[src/rtl/div_pkg.sv]
// Shared types and constants for the sequential restoring divider.
package div_pkg;

    typedef enum logic [2:0] {
        IDLE,
        LD_LO,
        LD_HI,
        LD_DIV,
        CALC,
        OUT_Q,
        OUT_R
    } state_t;

    localparam state_t ST_RST   = IDLE;
    localparam logic   FLAG_RST = 1'b0;

    function automatic int clog2(input int n);
        int r;
        r = 0;
        while ((1 << r) < n) r++;
        return (r < 1) ? 1 : r;
    endfunction

endpackage

[src/rtl/restoring_step.sv]
// One restoring-division step: shift in a dividend bit, trial-subtract.
module restoring_step #(
    parameter int W = 5
) (
    input  logic [W-1:0] r,
    input  logic         nb,
    input  logic [W-1:0] d,
    output logic [W-1:0] r_nxt,
    output logic         q
);
    logic [W:0]   rs;
    logic [W-1:0] diff;

    assign rs    = {r, nb};
    assign q     = (rs >= {1'b0, d});
    // When q is set the difference is below d, so W bits hold it exactly.
    assign diff  = rs[W-1:0] - d;
    assign r_nxt = q ? diff : rs[W-1:0];

endmodule

[src/rtl/restoring_divider_seq.sv]
// Sequential 2W/W restoring divider with word-serial load and Q/R readout.
// Optional signed mode when DIV_SIGNED_EN is defined.
module restoring_divider_seq
    import div_pkg::*;
#(
    parameter int W = 5
) (
    input  logic         clk,
    input  logic         rst,
    input  logic         start,
`ifdef DIV_SIGNED_EN
    input  logic         sgn,
`endif
    input  logic [W-1:0] din,
    output logic [W-1:0] result,
    output logic         done,
    output logic         res_rem,
    output logic         busy,
    output logic         ovf_flag,
    output logic         dz_flag
);
    localparam int CW = clog2(W);

    state_t         state, state_n;
    logic [W-1:0]   lo, rem, dvs;
    logic [W-1:0]   rem_n, q_fin, q_out, r_out, dv_mag;
    logic [2*W-1:0] dd_mag;
    logic [CW-1:0]  cnt;
    logic           qb, exc, q_ovf;

    restoring_step #(.W(W)) u_step (
        .r     (rem),
        .nb    (lo[W-1]),
        .d     (dvs),
        .r_nxt (rem_n),
        .q     (qb)
    );

    assign q_fin = {lo[W-2:0], qb};

`ifdef DIV_SIGNED_EN
    localparam logic [W-1:0] Q_LIM  = {1'b1, {(W-1){1'b0}}};
    localparam logic [W-1:0] Q_MAXP = Q_LIM - 1'b1;

    logic sgn_q, neg_dd, neg_dv, q_neg, r_neg;

    assign neg_dd = sgn_q & rem[W-1];
    assign neg_dv = sgn_q & din[W-1];
    assign dd_mag = neg_dd ? -{rem, lo} : {rem, lo};
    assign dv_mag = neg_dv ? -din : din;
    assign q_out  = q_neg ? -q_fin : q_fin;
    assign r_out  = r_neg ? -rem : rem;
    assign q_ovf  = sgn_q & (q_fin > (q_neg ? Q_LIM : Q_MAXP));

    always_ff @(posedge clk or negedge rst) begin
        if (!rst) begin
            sgn_q <= 1'b0;
            q_neg <= 1'b0;
            r_neg <= 1'b0;
        end else if (state == IDLE && start) begin
            sgn_q <= sgn;
        end else if (state == LD_DIV) begin
            q_neg <= neg_dd ^ neg_dv;
            r_neg <= neg_dd;
        end
    end
`else
    assign dd_mag = {rem, lo};
    assign dv_mag = din;
    assign q_out  = q_fin;
    assign r_out  = rem;
    assign q_ovf  = 1'b0;
`endif

    // A zero divisor also fails the magnitude test, so one compare covers both.
    assign exc = (dv_mag == '0) | (dd_mag[2*W-1:W] >= dv_mag);

    always_ff @(posedge clk or negedge rst) begin
        if (!rst) state <= ST_RST;
        else      state <= state_n;
    end

    always_comb begin
        state_n = state;
        done    = 1'b0;
        res_rem = 1'b0;
        busy    = (state != IDLE);
        unique case (state)
            IDLE:    if (start) state_n = LD_LO;
            LD_LO:   state_n = LD_HI;
            LD_HI:   state_n = LD_DIV;
            LD_DIV:  state_n = exc ? OUT_Q : CALC;
            CALC:    if (cnt == '0) state_n = OUT_Q;
            OUT_Q: begin
                done    = 1'b1;
                state_n = OUT_R;
            end
            OUT_R: begin
                done    = 1'b1;
                res_rem = 1'b1;
                state_n = IDLE;
            end
            default: state_n = IDLE;
        endcase
    end

    always_ff @(posedge clk or negedge rst) begin
        if (!rst) begin
            lo       <= '0;
            rem      <= '0;
            dvs      <= '0;
            cnt      <= '0;
            result   <= '0;
            ovf_flag <= FLAG_RST;
            dz_flag  <= FLAG_RST;
        end else begin
            unique case (state)
                IDLE: begin
                    if (start) begin
                        ovf_flag <= 1'b0;
                        dz_flag  <= 1'b0;
                    end
                end
                LD_LO: lo  <= din;
                LD_HI: rem <= din;
                LD_DIV: begin
                    lo       <= dd_mag[W-1:0];
                    rem      <= dd_mag[2*W-1:W];
                    dvs      <= dv_mag;
                    cnt      <= CW'(W - 1);
                    dz_flag  <= (din == '0);
                    ovf_flag <= exc;
                    if (exc) result <= '0;
                end
                CALC: begin
                    lo  <= q_fin;
                    rem <= rem_n;
                    cnt <= cnt - 1'b1;
                    if (cnt == '0) begin
                        ovf_flag <= q_ovf;
                        result   <= q_ovf ? '0 : q_out;
                    end
                end
                OUT_Q:   result <= ovf_flag ? '0 : r_out;
                default: begin end
            endcase
        end
    end

endmodule

[config.mk]
export PLATFORM = sky130hd
export DESIGN_NAME = restoring_divider_seq
export DESIGN_NICKNAME = d
export VERILOG_FILES = /design/src/rtl/div_pkg.sv /design/src/rtl/restoring_step.sv /design/src/rtl/restoring_divider_seq.sv
export SDC_FILE = /design/constraint.sdc
export NUM_CORES = 1
export LEC_CHECK = 0
export ABC_CLOCK_PERIOD_IN_PS = 2400
export CORE_MARGIN = 2
export CORE_UTILIZATION = 53
export CTS_CLUSTER_SIZE = 16
export DETAILED_ROUTE_END_ITERATION = 6
export PLACE_DENSITY = 0.75
export SYNTH_ARGS = -nofsm -noshare
export SYNTH_HDL_FRONTEND = slang
export SYNTH_SLANG_ARGS = --single-unit
[constraint.sdc]
create_clock -name clk -period 2.4 [get_ports clk]
set_clock_uncertainty 0.1 [all_clocks]
set_input_delay 0.36 -clock clk [delete_from_list [all_inputs] [get_ports clk]]
set_output_delay 0.36 -clock clk [all_outputs]
set_load 0.02 [all_outputs]
==> run summary <==
run status -> finished clean
fin crit share -> 0.9143
Fill cells -> 302
Yosys warnings -> 0
sequential share of the synthesized area -> 0.3820
FF+latch count, synth -> 28
number of synthesized flops with an enable pin -> 0
final core area utilization -> 0.6663
most used flip-flop cell after synthesis -> dfrtp_1
maximum clock insertion buffer count -> 2
H-tree Lvls -> 1
CP max stage cell -> dfrtp_1
power share of the clock group -> 0.076
post-synth design cell area -> 0.001834 sq mm
Final Hold Fails -> 0
Pleak -> 0.001016 uW
core area -> 0.003337 sq mm
CP max FO -> 8
final net count -> 260
worst-margin pin slew -> 0.3729 ns
Post-synth top cells -> dfrtp_1, a21oi_1, nand2_1
Final Critical Period -> 2.194 ns
crit path cell chain -> inv_1 > ha_1 > fa_1 > nor2b_1 > o31a_1 > nor2_2 > mux2i_1 > a221o_1
post-synth top area share -> 0.3820
Post-synth ARST share -> 1.000
Cells after Synth -> 205
DRT antenna net count -> 0
Int Power -> 1674 uW
Die Wd -> 62.83 um
Worst Setup End Kind -> register
post-route insts no fill -> 284
RSZ-0062 raised after global routing -> false
Critical Path AT -> 2.33 ns
Post-CTS Hold Buffers -> 0
Congestion Overflow GR -> 0
vias in the first global route -> 1637
Slew Limit Headroom -> 0.7514
final setup vio count -> 0
Reg power frac -> 0.286
Clk pin slew, worst setup/hold paths -> 0.15 ns
vias per cell -> 5.764
Hold Path Class -> in -> async
Die Footprint -> 0.003948 sq mm
NetSw -> 1396 uW
Worst Setup Start Kind -> register
initial cell density of the core -> 0.5497
Worst-Skew Late Latency -> 0.33 ns
io pins -> 18
# DRC -> 0
syn_nets -> 226
Layout area overhead -> 21.21%
cell taking the most area after synthesis -> dfrtp_1
HPWL Detailed -> 3491 um
max-slew violation count -> 0
CTS tree -> done
DR iter-0 viols -> 116
Synth area leaders -> dfrtp_1, ha_1, a21oi_1
drt pass-1 iters -> 4
IO buf count -> 17
GRT Resource Usage Total -> 0.2486
crit path kind -> reg -> reg
largest net degree at the start of global routing -> 29
clock sink total -> 28
vias -> 1637
Peak VDD IR -> 708.5 uV
first-pass GRT wire length -> 7755 um
FP Rows -> 21
Wirelength per Cell -> 15.70 um
slowest stage delay, CP -> 0.42 ns
Syn Area/Cell -> 8.948 sq um
placed insts -> 280
Comb pwr share -> 0.639
routability congestion estimate -> 0.9028
clk root buf -> clkbuf_4
initial antenna violation count -> 0
die height -> 62.83 um
Antenna Diode Count -> 0
CP required -> 2.53 ns
dominant cell by count in the synthesized netlist -> dfrtp_1
layout cells sized above 1 -> 0.1597
Total Wirelength -> 4460 um
Achievable Freq -> 455.7 MHz
PwrDens -> 1380 mW/mm^2
synth unique cells -> 47
maxcap violations -> 0
Switching Fraction -> 0.4547
TritonCTS buffer count -> 3
==> metal layers <==
| metal | GRT usage | vias up | share of wire |
|---|---|---|---|
| met5 | 0 | - | 0 |
| met1 | 0.3233 | 791 | 0.45 |
| met4 | 0.07500 | 0 | 0.011 |
| met3 | 0.02703 | 5 | 0.038 |
| li1 | - | 804 | - |
| met2 | 0.4355 | 37 | 0.51 |
==> worst paths after layout <==
kind	startpoint	endpoint	slack, ns	cells past startpoint
setup / recovery	lo[4]	r_out[1]	0.21	8
max in group asynchronous	rst	lo[0]	1.66	2
min in group clk	dvs[4]	dvs[4]	0.40	2
hold reg to reg	dvs[4]	dvs[4]	0.40	2
hold / removal	rst	cnt[1]	0.28	2
setup reg to reg	lo[4]	r_out[1]	0.21	8
==> cell families (layout without fill, tap and decap cells) <==
| family | after synthesis | after routing | share of synthesized area |
|---|---|---|---|
| XOR/XNOR | 2 | 2 | 0.009552 |
| flip-flops | 28 | 28 | 0.3820 |
| adder cells (fa/ha/maj) | 13 | 13 | 0.09277 |
| multiplexers | 7 | 7 | 0.04980 |
| buffers and inverters | 26 | 59 | 0.05593 |
| AO/OA/AOI/OAI | 73 | 73 | 0.2599 |
| AND/OR/NAND/NOR | 56 | 56 | 0.1501 |
==> repair_timing <==
item,4_1_cts,5_1_grt
setup buffers,0,0
gates resized for setup,0,1
endpoints found under the setup margin,0,1
==> worst max-delay path, delay by kind of cell, from the launching register on <==
family / cells / cell delay (ns)
DFF: 1 / 0.42
and+or+nand+nor: 2 / 0.40
adders and majority gates: 2 / 0.41
AOI/OAI and AO/OA: 2 / 0.58
buffers and inverters: 1 / 0.06
muxes: 1 / 0.12
==> layout by cell type, fill, tap and decap left out, drive strengths merged, types with 5 or more instances in the layout <==
cell type and count:
mux2 5, o21ai 18, nor2 14, dfrtp 28, a21oi 21, inv 15, nand2 18, ha 12
o22ai 7, buf 22, clkdlybuf4s50 16
==> sequential cells by signal (all words and copies together) (netlist names) <==
register and cells:
dz_flag 1, state 3, ovf_flag 1, lo 5
r_out 5, dvs 5, result 5, cnt 3
==> per-stage QoR <==
stage	worst slack [ns]	setup TNS [ns]	cell area, sq um	total power, uW	hold WS (ns)
finish	0.2057	0	2223	3069	0.2831
global route	0.07529	0	2223	3371	0.3037
CTS	0.04305	0	2221	3077	0.2959
detailed placement	-0.1493	-0.6603	2185	2838	0.3792
global placement	-0.06683	-0.2663	2185	2757	0.3717
floorplan	0.3818	0	1834	2244	-0.03559
==> final cells by class <==
class,count,area [sq um],area share
well taps,46,57.56,0.02589
inverters,16,60.06,0.02701
clock buffers,4,36.28,0.01632
flip-flops and latches,28,700.7,0.3151
multi-input cells,151,1031,0.4637
repair buffers,39,337.8,0.1519
==> power groups by stage <==
stage,registers [uW],clock network (uW),logic [uW]
global placement,870,0,1890
finish,876,233,1960
global route,908,265,2200
detailed placement,888,0,1950
CTS,876,241,1960
floorplan,848,0,1400
Note: power is estimated with default switching activity, not from simulation.
